`config.mk`:
```
export PLATFORM = sky130hd
export DESIGN_NAME = logic_unit_arb_flat
export DESIGN_NICKNAME = d
export VERILOG_FILES = /design/src/rtl/logic_unit_arb_if.sv /design/src/rtl/logic_unit_arb.sv /design/src/flat_wrapper.sv
export SDC_FILE = /design/constraint.sdc
export NUM_CORES = 1
export LEC_CHECK = 0
export BUFFER_PORTS_ARGS = -buffer_cell sky130_fd_sc_hd__buf_2
export CAP_MARGIN = 20
export CORE_ASPECT_RATIO = 0.9
export CORE_MARGIN = 5
export CORE_UTILIZATION = 45
export DETAILED_ROUTE_END_ITERATION = 10
export PLACE_DENSITY = 0.71
export SYNTH_ARGS = -nofsm -noshare
export SYNTH_HDL_FRONTEND = slang
export SYNTH_SLANG_ARGS = --single-unit
```
`constraint.sdc`:
```
create_clock -name CLK -period 2.4 [get_ports CLK]
set_clock_uncertainty 0.2 [all_clocks]
set_input_delay 0.48 -clock CLK [delete_from_list [all_inputs] [get_ports CLK]]
set_output_delay 0.48 -clock CLK [all_outputs]
set_load 0.02 [all_outputs]
```
`src/rtl/logic_unit_arb_if.sv`:
```
// ============================================================================
// logic_unit_arb_if : requester/arbiter bundle for the shared logic unit
// Rev 1.0
// ============================================================================
`default_nettype none

interface logic_unit_arb_if #(
  parameter int DATA_WIDTH = 32,
  parameter int OP_WIDTH   = 2
);
  logic                  REQ0;
  logic [OP_WIDTH-1:0]   OP0;
  logic [DATA_WIDTH-1:0] A0;
  logic [DATA_WIDTH-1:0] B0;
  logic                  REQ1;
  logic [OP_WIDTH-1:0]   OP1;
  logic [DATA_WIDTH-1:0] A1;
  logic [DATA_WIDTH-1:0] B1;
  logic                  GNT0;
  logic                  GNT1;
  logic                  DONE0;
  logic                  DONE1;
  logic [DATA_WIDTH-1:0] Y;
  logic                  BUSY;

  modport master (
    output REQ0, OP0, A0, B0, REQ1, OP1, A1, B1,
    input  GNT0, GNT1, DONE0, DONE1, Y, BUSY
  );

  modport slave (
    input  REQ0, OP0, A0, B0, REQ1, OP1, A1, B1,
    output GNT0, GNT1, DONE0, DONE1, Y, BUSY
  );
endinterface

`default_nettype wire

```
`src/rtl/logic_unit_arb.sv`:
```
// ============================================================================
// logic_unit_arb : two-requester round-robin arbiter for a shared AND/OR/NOR/INV unit
// Rev 1.0
// ============================================================================
`default_nettype none

module logic_unit_arb #(
  parameter int DATA_WIDTH = 32,
  parameter int OP_WIDTH   = 2
) (
  input  logic             CLK,
  input  logic             RST,
  logic_unit_arb_if.slave  bus
);

  localparam logic [OP_WIDTH-1:0] c_OP_AND = OP_WIDTH'(0);
  localparam logic [OP_WIDTH-1:0] c_OP_OR  = OP_WIDTH'(1);
  localparam logic [OP_WIDTH-1:0] c_OP_NOR = OP_WIDTH'(2);

  typedef enum logic [1:0] {
    IDLE = 2'd0,
    EXEC = 2'd1,
    RESP = 2'd2
  } state_t;

  state_t                r_state;
  logic                  r_pri;
  logic                  r_sel;
  logic [OP_WIDTH-1:0]   r_op;
  logic [DATA_WIDTH-1:0] r_a;
  logic [DATA_WIDTH-1:0] r_b;
  logic [DATA_WIDTH-1:0] r_y;
  logic                  r_gnt0;
  logic                  r_gnt1;
  logic                  r_done0;
  logic                  r_done1;
  logic                  r_busy;

  logic                  w_any_req;
  logic                  w_pick;
  logic [DATA_WIDTH-1:0] w_result;

  // A lone requester wins outright; the pointer only breaks ties.
  assign w_any_req = bus.REQ0 | bus.REQ1;
  assign w_pick    = (bus.REQ0 & bus.REQ1) ? r_pri : bus.REQ1;

  always_comb begin
    w_result = '0;
    case (r_op)
      c_OP_AND: w_result = r_a & r_b;
      c_OP_OR:  w_result = r_a | r_b;
      c_OP_NOR: w_result = ~(r_a | r_b);
      default:  w_result = ~r_a;
    endcase
  end

  always_ff @(posedge CLK or negedge RST) begin
    if (!RST) begin
      r_state <= IDLE;
      r_pri   <= 1'b0;
      r_sel   <= 1'b0;
      r_op    <= '0;
      r_a     <= '0;
      r_b     <= '0;
      r_y     <= '0;
      r_gnt0  <= 1'b0;
      r_gnt1  <= 1'b0;
      r_done0 <= 1'b0;
      r_done1 <= 1'b0;
      r_busy  <= 1'b0;
    end else begin
      case (r_state)
        IDLE: begin
          if (w_any_req) begin
            r_sel   <= w_pick;
            r_op    <= w_pick ? bus.OP1 : bus.OP0;
            r_a     <= w_pick ? bus.A1  : bus.A0;
            r_b     <= w_pick ? bus.B1  : bus.B0;
            r_gnt0  <= ~w_pick;
            r_gnt1  <= w_pick;
            r_busy  <= 1'b1;
            r_state <= EXEC;
          end
        end
        EXEC: begin
          r_y     <= w_result;
          r_gnt0  <= 1'b0;
          r_gnt1  <= 1'b0;
          r_done0 <= ~r_sel;
          r_done1 <= r_sel;
          r_state <= RESP;
        end
        RESP: begin
          r_done0 <= 1'b0;
          r_done1 <= 1'b0;
          r_pri   <= ~r_sel;
          r_busy  <= 1'b0;
          r_state <= IDLE;
        end
        default: begin
          r_gnt0  <= 1'b0;
          r_gnt1  <= 1'b0;
          r_done0 <= 1'b0;
          r_done1 <= 1'b0;
          r_busy  <= 1'b0;
          r_state <= IDLE;
        end
      endcase
    end
  end

  assign bus.GNT0  = r_gnt0;
  assign bus.GNT1  = r_gnt1;
  assign bus.DONE0 = r_done0;
  assign bus.DONE1 = r_done1;
  assign bus.Y     = r_y;
  assign bus.BUSY  = r_busy;

endmodule

`default_nettype wire

```
`src/flat_wrapper.sv`:
```
// flat-port wrapper written by rule: the top's interface ports become plain ports
module logic_unit_arb_flat 
#(
  parameter int DATA_WIDTH = 32,
  parameter int OP_WIDTH   = 2
)
  (CLK, RST, bus_REQ0, bus_OP0, bus_A0, bus_B0, bus_REQ1, bus_OP1, bus_A1, bus_B1, bus_GNT0, bus_GNT1, bus_DONE0, bus_DONE1, bus_Y, bus_BUSY);
  logic_unit_arb_if #(.DATA_WIDTH(DATA_WIDTH), .OP_WIDTH(OP_WIDTH)) bus_i ();
  input  logic CLK;
  input  logic RST;
  input wire logic [$bits(bus_i.REQ0)-1:0] bus_REQ0;
  input wire logic [$bits(bus_i.OP0)-1:0] bus_OP0;
  input wire logic [$bits(bus_i.A0)-1:0] bus_A0;
  input wire logic [$bits(bus_i.B0)-1:0] bus_B0;
  input wire logic [$bits(bus_i.REQ1)-1:0] bus_REQ1;
  input wire logic [$bits(bus_i.OP1)-1:0] bus_OP1;
  input wire logic [$bits(bus_i.A1)-1:0] bus_A1;
  input wire logic [$bits(bus_i.B1)-1:0] bus_B1;
  output wire logic [$bits(bus_i.GNT0)-1:0] bus_GNT0;
  output wire logic [$bits(bus_i.GNT1)-1:0] bus_GNT1;
  output wire logic [$bits(bus_i.DONE0)-1:0] bus_DONE0;
  output wire logic [$bits(bus_i.DONE1)-1:0] bus_DONE1;
  output wire logic [$bits(bus_i.Y)-1:0] bus_Y;
  output wire logic [$bits(bus_i.BUSY)-1:0] bus_BUSY;
  assign bus_i.REQ0 = bus_REQ0;
  assign bus_i.OP0 = bus_OP0;
  assign bus_i.A0 = bus_A0;
  assign bus_i.B0 = bus_B0;
  assign bus_i.REQ1 = bus_REQ1;
  assign bus_i.OP1 = bus_OP1;
  assign bus_i.A1 = bus_A1;
  assign bus_i.B1 = bus_B1;
  assign bus_GNT0 = bus_i.GNT0;
  assign bus_GNT1 = bus_i.GNT1;
  assign bus_DONE0 = bus_i.DONE0;
  assign bus_DONE1 = bus_i.DONE1;
  assign bus_Y = bus_i.Y;
  assign bus_BUSY = bus_i.BUSY;
  logic_unit_arb #(.DATA_WIDTH(DATA_WIDTH), .OP_WIDTH(OP_WIDTH)) u_core (.CLK(CLK), .RST(RST), .bus(bus_i));
endmodule
```
======== Word-level counts from Yosys, hierarchy flattened ========
Index checks and enable logic that the tools add are counted.
operators by class
  eq/ne operators ......................... 5
  multiplexer cells ....................... 15
  bitwise gates (word level) .............. 10
  reduce and logical (&&, ||, !) cells .... 5
operators by type and width
  operator                                                                number
  32-bit one-hot mux with 3 select lines                                  1
  32-bit two-way mux                                                      2
  32-bit NOT                                                              2
  32-bit AND                                                              1
  32-bit bitwise OR                                                       1
  1-bit one-hot mux with 2 select lines                                   5
  2-bit AND reduction                                                     3
  2-bit by 1-bit equality test with 1-bit output (second input constant)  2
  2-bit equality test (second input constant)                             2
  2-bit zero test                                                         2
  1-bit two-way mux                                                       4
  2-bit two-way mux                                                       2
  1-bit NOT                                                               4
  2-bit one-hot mux with 2 select lines                                   1
  2-bit by 1-bit != test with 1-bit output (second input constant)        1
  1-bit AND                                                               1
  1-bit bitwise OR                                                        1
storage, ports and cells
  register bits after elaboration ......... 107
  input bits .............................. 136
  output and inout bits ................... 37
  logic and storage cells ................. 47

======== Longest topological paths before layout ========
Gate-level depths: netlist of the first run.
  word-level depth ........................ 5
  depth in mapped cells ................... 8
  depth with buffers taken out ............ 3

======== Least setup slack after synthesis of the first run ========
Ideal clock, no wire load.
  path type ............................... input to register
  from .................................... input bus_REQ1
  to ...................................... register u_core.r_b[11]
  data arrival time ....................... 1.546 ns
  path slack .............................. 0.572 ns
  cell stages on the path ................. 8
  buffers on the path ..................... 5
  path through ............................ buf_2 -> or2_0 -> clkbuf_1 -> and2_1 -> buf_6 -> buf_6 -> buf_6 -> a31oi_1
between the ends
  cells in the longest elaborated chain, start to end .. 3
  elaborated cells between the ends (all ways) .. 5
  those cells by class .................... mux (2); bitwise (2); reduce/logical (1)
ends and longest elaborated chain
  element               RTL line              RTL
  start, declared       flat_wrapper.sv:15    input wire logic [$bits(bus_i.REQ1)-1:0] bus_REQ1;
  1-bit AND             logic_unit_arb.sv:45  assign w_pick = (bus.REQ0 & bus.REQ1) ? r_pri : bus.REQ1;
  1-bit two-way mux     logic_unit_arb.sv:45
  32-bit two-way mux    logic_unit_arb.sv:78  r_b <= w_pick ? bus.B1 : bus.B0;
  end signal, assigned  logic_unit_arb.sv:78
  end, declared         logic_unit_arb.sv:31  logic [DATA_WIDTH-1:0] r_b;
Several ways; a longest one is shown, not always the timed one.
A chain may end at the register's enable or synchronous reset.

======== Final worst setup path of the first run ========
  from .................................... register u_core.r_state[1]
  to ...................................... register u_core.r_a[14]
between the ends
  cells in the longest elaborated chain, start to end .. 2
ends and longest elaborated chain
  element                        RTL line              RTL
  start, declared                logic_unit_arb.sv:26  state_t r_state;
  start signal, assigned         logic_unit_arb.sv:59  r_state <= IDLE;
  start signal, assigned         logic_unit_arb.sv:82  r_state <= EXEC;
  start signal, assigned         logic_unit_arb.sv:91  r_state <= RESP;
  2-bit zero test                logic_unit_arb.sv:72  case (r_state)
  2-bit AND reduction (no line)  -
  end signal, assigned           logic_unit_arb.sv:77  r_a <= w_pick ? bus.A1 : bus.A0;
  end, declared                  logic_unit_arb.sv:30  logic [DATA_WIDTH-1:0] r_a;
Every way passes these cells.

==> run summary, run 1 <==
DR DRC count: 0
slew margin rel.: 0.5009
Crit Path Max Fanout: 67
drt first pass iters: 5
setup tns final: 0 ps
Die Span Y: 118.0 µm
clock edge transition at the registers on the reported setup and hold paths: 70 ps
worst skew pair latency: 340 ps
DP HPWL: 12320 µm
Final WS setup: 377.2 ps
TritonCTS clock tree: yes
synthesized area per cell: 8.384 µm²
post-CTS setup buffer count: 0
Clock Sinks: 107
post-route insts no fill: 993
RSZ-0062 raised after global routing: no
Max Freq: 494.4 MHz
Post-synth ARST share: 1.000
leakage: 3.020 nW
share of cells above drive strength 1: 0.2606
Clk Tree Root Cell: clkbuf_16
Worst setup EP type: flop
routed wire length: 18080 µm
Vias: 5903
core area: 0.01269 mm²
PostCTS Resize Cnt: 0
flop2flop setup slack: 380 ps
crit share post-route: 0.8428
Setup Slack @ Placement: 402.1 ps
hold buffers post-CTS: 1
largest net degree at the start of global routing: 68
post-synthesis cell count: 696
H-Tree Level Count: 3
Setup Crit Path Kind: flop to flop
Setup-failing EPs final: 0
first-pass GRT wire length: 29440 µm
Slew Limit Fails: 0
post-layout minimum cycle time: 2023 ps
port bufs: 172
Seq/Total Area, Yosys: 0.4588
post-synthesis cell type count: 24
grt ovf: 0
area delta synth->final: 22.68%
VDD IR max: 0.8275 mV
io pins: 173
worst slew pin tran: 748.7 ps
total CTS buffers: 9
Power Dens Cells: 1418 mW/mm²
antenna cells: 0
ANT nets after route: 0
Critical Path RT: 2450 ps
via/cell ratio: 5.945
Seq cells post-synth: 107
commonest non-fill, non-tap cell in the layout: buf_2
Post-synth EDFFs: 0
Startpoint Class: flop
Hold/Removal Path Class: input port to flop
drt wl/cell: 18.21 µm
Tot GR Track Use: 0.2337
initial antenna violation count: 0
Initial Util: 0.4600
RePlAce Congestion: 0.8362
vias in the first global route: 5899
Die Wd: 130.0 µm
DIE AREA: 0.01535 mm²
predominant post-synthesis flop cell: dfrtp_1
area of the mapped netlist: 0.005836 mm²
Core Util, Final: 0.5643
commonest non-fill, non-tap cells in the layout: 171 x buf_2, 129 x a21oi_1, 105 x dfrtp_1
number of max-cap violations: 0
Mapped Nets: 832
Bufs on Longest Clock Path: 2
Final Hold Viols: 0
Nets: 961
num rows: 39
Initial DRC Count: 558
WP data arrival: 2070 ps
status: finished, final reports clean
placed cell count: 977
Yosys Warn Count: 0
## per-stage QoR
step / total power (W) / hold WS [ps] / area, µm²
4_1_cts: 0.01015 / 193.6 / 7159
2_1_floorplan: 0.007018 / -15.59 / 5836
3_3_place_gp: 0.008271 / 215.1 / 6833
5_1_grt: 0.01088 / 201.8 / 7159
6_report: 0.01015 / 205.7 / 7159
3_5_place_dp: 0.008529 / 225.2 / 6833
## worst paths after layout
| check | startpoint | to | cells past startpoint |
|---|---|---|---|
| max reg2reg | u_core.r_state[1] | u_core.r_a[14] | 4 |
| max in group asynchronous | RST | u_core.r_b[29] | 3 |
| min | bus_A0[10] | u_core.r_a[10] | 3 |
| min reg2reg | u_core.r_sel | u_core.r_pri | 1 |
| min in group asynchronous | RST | u_core.bus.Y[3] | 2 |
| max | u_core.r_state[1] | u_core.r_a[14] | 4 |
## Yosys cell counts (2+ instances only)
master / number / area, µm²
buf_2: 15 / 75.07
nand3_1: 67 / 335.3
clkbuf_1: 51 / 191.4
a21oi_1: 129 / 645.6
mux2i_1: 2 / 20.02
o32ai_1: 2 / 17.52
nand2_1: 3 / 11.26
nand2b_1: 33 / 206.5
buf_1: 6 / 22.52
o32a_1: 31 / 310.3
nor2_1: 64 / 240.2
a31oi_1: 66 / 412.9
buf_6: 3 / 33.78
o21ai_0: 69 / 345.3
inv_1: 6 / 22.52
nor2b_1: 35 / 219.0
dfrtp_1: 107 / 2678
## sequential cells by signal, indices dropped and copies added, names as in the netlist
signal,cells
u_core.bus.Y,32
u_core.r_a,32
u_core.r_b,32
u_core.r_op,2
u_core.r_state,2
u_core.bus.BUSY,1
u_core.bus.DONE0,1
u_core.bus.DONE1,1
u_core.bus.GNT0,1
u_core.bus.GNT1,1
u_core.r_pri,1
u_core.r_sel,1
## power by group
group	internal (W)	switching (W)
logic	0.00205	0.00280
clock network	0.000935	0.000671
registers	0.00275	0.000945
total	0.00574	0.00441
## worst max-delay path, cell delays in order (launching register included)
cell and delay, ps:
dfrtp_1 530, nor2_4 160, buf_4 610, a21oi_1 180, a31oi_1 220
## area by class of cell
class,count,area (µm²)
clock buffer,10,239.0
clock inverter,5,77.57
fill,1134,5528
inverter,6,22.52
multi-input combinational,508,2836
sequential,107,2680
tap,164,205.2
timing repair buffer,193,1099
## metal layers
| layer | vias up | routed length [µm] | GRT usage |
|---|---|---|---|
| li1 | 2796 | - | - |
| met1 | 2824 | 7933 | 0.3261 |
| met2 | 254 | 8503 | 0.3606 |
| met3 | 29 | 1367 | 0.04946 |
| met4 | 0 | 278 | 0.07792 |
| met5 | - | 0 | 0 |
## logic make-up (layout without fill, tap and decap cells)
| group | Yosys count | after routing | share of synthesized area |
|---|---|---|---|
| simple gates | 206 | 206 | 0.1780 |
| flops | 107 | 107 | 0.4588 |
| mux | 2 | 2 | 0.003431 |
| compound gates | 300 | 300 | 0.3006 |
| buf+inv | 81 | 214 | 0.05917 |
(Power assumes the default switching activity.)
==> inputs of run 2 (changes only) <==
Settings changed: PLACE_DENSITY 0.71 to 0.74.
Clock period 2.4 ns to 1.7 ns, I/O delays scaled along.
==> run 2 against run 1 <==
  * Non-clock buffer count increased by 13
  * Flip-flop and latch count stayed put
  * Sequential share of layout area down 0.83 points
  * Global-route usage shrank 1.0 points
  * Maximum frequency is 27% higher
  * Highest routed layer unchanged
==> run summary, run 2 (synthesis gave the netlist of run 1 again) <==
Design Area, Final: 0.007322 mm²
leakage: 3.104 nW
VDD IR max: 0.9175 mV
Clk Tree Root Cell: clkbuf_16
TritonCTS clock tree: yes
Hold/Removal Path Class: input port to flop
crit share post-route: 0.9378
Initial Util: 0.4600
slew margin rel.: 0.7491
first-pass GRT wire length: 28030 µm
port bufs: 172
io pins: 173
ANT nets after route: 0
DP HPWL: 11860 µm
Clock Sinks: 107
number of max-cap violations: 0
Vias: 5840
share of cells above drive strength 1: 0.2728
status: finished, final reports clean
via/cell ratio: 5.794
initial antenna violation count: 1
PostCTS Resize Cnt: 0
routed wire length: 17020 µm
Final WS setup: 105.7 ps
area delta synth->final: 25.47%
largest net degree at the start of global routing: 68
num rows: 39
Nets: 974
Tot GR Track Use: 0.2236
Worst setup EP type: flop
flop2flop setup slack: 110 ps
Startpoint Class: flop
total CTS buffers: 9
Die Wd: 130.0 µm
H-Tree Level Count: 3
Setup Slack @ Placement: -10.22 ps
WP data arrival: 1610 ps
Die Span Y: 118.0 µm
Critical Path RT: 1710 ps
clock edge transition at the registers on the reported setup and hold paths: 70 ps
Max Freq: 627.2 MHz
RePlAce Congestion: 0.7985
Crit Path Max Fanout: 20
Slew Limit Fails: 0
Power Dens Cells: 1950 mW/mm²
DR DRC count: 0
Setup Crit Path Kind: flop to flop
Setup-failing EPs final: 0
core area: 0.01269 mm²
DIE AREA: 0.01535 mm²
Initial DRC Count: 465
Core Util, Final: 0.5771
worst slew pin tran: 376.3 ps
drt first pass iters: 5
worst skew pair latency: 340 ps
Bufs on Longest Clock Path: 2
grt ovf: 0
hold buffers post-CTS: 1
RSZ-0062 raised after global routing: no
Final Hold Viols: 0
commonest non-fill, non-tap cells in the layout: 171 x buf_2, 129 x a21oi_1, 105 x dfrtp_1
commonest non-fill, non-tap cell in the layout: buf_2
Power Total: 0.01428 W
Area after DPL: 0.007030 mm²
drt wl/cell: 16.88 µm
vias in the first global route: 5554
post-layout minimum cycle time: 1594 ps
post-CTS setup buffer count: 0
[run 2: power by group]
part | total, W | leakage [nW] | internal [W] | switching, W
Combinational | 0.00723 | 1.76 | 0.00318 | 0.00405
Sequential | 0.00506 | 1.21 | 0.00389 | 0.00118
Clock | 0.00199 | 0.139 | 0.00104 | 0.000952
[run 2: metal layers]
metal / GRT usage / vias up / wire, µm
li1: - / 2822 / -
met2: 0.3394 / 201 / 7932
met1: 0.3209 / 2797 / 7642
met5: 0 / - / 0
met4: 0.05390 / 0 / 250
met3: 0.05535 / 20 / 1195
[run 2: worst paths after layout]
path	start	end	cells after the start
max	u_core.r_state[1]	u_core.r_a[17]	4
min	bus_B0[8]	u_core.r_b[8]	3
max reg2reg	u_core.r_state[1]	u_core.r_a[17]	4
min reg2reg	u_core.bus.BUSY	u_core.bus.BUSY	1
max in group asynchronous	RST	u_core.r_b[15]	3
min in group asynchronous	RST	u_core.r_b[2]	2
[run 2: worst max-delay path, stage by stage, from the launching register on]
cell and delay, ps:
dfrtp_1 460, nor2_4 180, and2_2 230, buf_4 270, a31oi_1 120
[run 2: final cells by class]
type	instances	area [µm²]
diodes	1	2.502
clock inverters	6	40.04
multi-input cells	508	2836
inverters	6	22.52
clock buffers	10	239.0
well taps	164	205.2
repair buffers	206	1296
fillers	1158	5365
flip-flops and latches	107	2680
[run 2: through the flow]
step           instances  hold WS, ps  setup TNS, ps
2_1_floorplan        696       -155.6              0
3_3_place_gp         990        67.97              0
3_5_place_dp         990        69.28         -21.28
4_1_cts             1007        47.08              0
5_1_grt             1008        58.68              0
6_report            1008        60.85              0
==> inputs of run 3 (changes only) <==
Settings changed: PLACE_DENSITY 0.74 to 0.71.
Clock period 1.7 ns to 1.6 ns, I/O delays scaled along.
==> run 3 against run 2 <==
  * Design area up 0.32%
  * Non-clock buffer count fell by 3
  * Die area did not move
  * Total power grew 8.4%
  * Register-to-register slack about the same
  * Hold slack worse by 24 ps
  * Cell count decreased by 0.40%
  * Maximum frequency rose by 6.8%
  * Core utilization rose by 0.19 points
  * Critical endpoint is now u_core.r_a[1]
  * Largest cell class unchanged
  * Highest routed layer unchanged
==> run summary, run 3 (synthesis gave the netlist of run 1 again) <==
port bufs: 172
Power Total: 0.01547 W
Die Wd: 130.0 µm
Hold/Removal Path Class: input port to flop
drt wl/cell: 18.29 µm
WP data arrival: 1550 ps
area delta synth->final: 25.88%
hold buffers post-CTS: 1
Clk Tree Root Cell: clkbuf_16
Clock Sinks: 107
Slew Limit Fails: 0
Max Freq: 669.7 MHz
worst skew pair latency: 350 ps
power share of the clock group: 0.144
Core Util, Final: 0.5790
post-CTS setup buffer count: 0
clock edge transition at the registers on the reported setup and hold paths: 70 ps
largest net degree at the start of global routing: 55
RSZ-0062 raised after global routing: no
io pins: 173
share of cells above drive strength 1: 0.2655
DIE AREA: 0.01535 mm²
total CTS buffers: 9
Bufs on Longest Clock Path: 2
Nets: 971
drt first pass iters: 5
Initial Util: 0.4600
placed cell count: 987
Seq pwr share: 0.345
Crit Path Max Fanout: 54
Die Span Y: 118.0 µm
Vias: 6052
VDD IR max: 1.268 mV
number of max-cap violations: 0
internal power: 0.008803 W
worst slew pin tran: 363.3 ps
antenna cells: 0
PostCTS Resize Cnt: 0
Setup Crit Path Kind: flop to flop
DP HPWL: 12520 µm
routed wire length: 18360 µm
Startpoint Class: flop
core area: 0.01269 mm²
Psw: 0.006671 W
Tot GR Track Use: 0.2393
crit share post-route: 0.9333
num rows: 39
post-layout minimum cycle time: 1493 ps
status: finished, final reports clean
Setup-failing EPs final: 0
vias in the first global route: 6054
RePlAce Congestion: 0.8569
Power Dens Cells: 2107 mW/mm²
TritonCTS clock tree: yes
H-Tree Level Count: 3
leakage: 3.104 nW
post-route insts no fill: 1004
Worst setup EP type: flop
grt ovf: 0
ANT nets after route: 0
first-pass GRT wire length: 29860 µm
DR DRC count: 0
Critical Path RT: 1660 ps
initial antenna violation count: 0
via/cell ratio: 6.028
Switching Share: 0.4311
commonest non-fill, non-tap cells in the layout: 171 x buf_2, 129 x a21oi_1, 105 x dfrtp_1
Initial DRC Count: 604
commonest non-fill, non-tap cell in the layout: buf_2
logic gate share of total power: 0.511
slew margin rel.: 0.7578
Final Hold Viols: 0
-- run 3: changes by cell type in the layout (fill, tap and decap cells not counted), sizes merged --
cell,change
buf,-3
bufinv,+1
clkbuf,+4
clkinv,-3
clkinvlp,-1
diode,-1
inv,-1
-- run 3: per-layer routing --
metal	track usage	wire length, µm
met5	0	0
met4	0.08506	359
met1	0.3336	7659
met2	0.3705	8890
met3	0.04492	1454
-- run 3: metrics by stage --
stage                     hold slack [ps]  worst slack, ps  setup TNS [ps]  cell area (µm²)
after global placement              31.36            4.184               0             7047
final                               36.95            106.7               0             7346
after detailed placement            27.21           -24.35          -138.7             7047
after floorplan                    -175.6           -45.81          -458.1             5849
after CTS                           25.01            98.30               0             7346
after global routing                38.96            22.68               0             7346
-- run 3: power by group through the flow --
| stage | combinational (W) | clock [W] | sequential (W) |
|---|---|---|---|
| global placement | 0.00758 | 0 | 0.00523 |
| detailed placement | 0.00786 | 0 | 0.00534 |
| global route | 0.00869 | 0.00240 | 0.00553 |
| CTS | 0.00791 | 0.00228 | 0.00530 |
| floorplan | 0.00498 | 0 | 0.00558 |
| finish | 0.00790 | 0.00224 | 0.00534 |
-- run 3: final cells by class --
cell class	count	area [µm²]
fill	1146	5341
tap	164	205.2
multi-input combinational	508	2838
clock buffer	14	254.0
sequential	107	2680
timing repair buffer	203	1311
clock inverter	2	35.03
inverter	6	22.52
-- run 3: path summary, 6_finish.rpt --
| kind | cells past startpoint | startpoint | end | slack, ps |
|---|---|---|---|---|
| min in group asynchronous | 2 | RST | u_core.r_a[4] | 200 |
| max in group asynchronous | 3 | RST | u_core.r_a[13] | 500 |
| max reg2reg | 4 | u_core.r_state[1] | u_core.r_a[1] | 110 |
| min | 3 | bus_A0[28] | u_core.r_a[28] | 40 |
| max | 4 | u_core.r_state[1] | u_core.r_a[1] | 110 |
| min reg2reg | 1 | u_core.bus.BUSY | u_core.bus.BUSY | 300 |
-- run 3: worst max-delay path, stage by stage (launching register included) --
cell     delay (ps)
dfrtp_1         440
nor2_4          170
buf_12          260
a21oi_1         120
a31oi_1         200
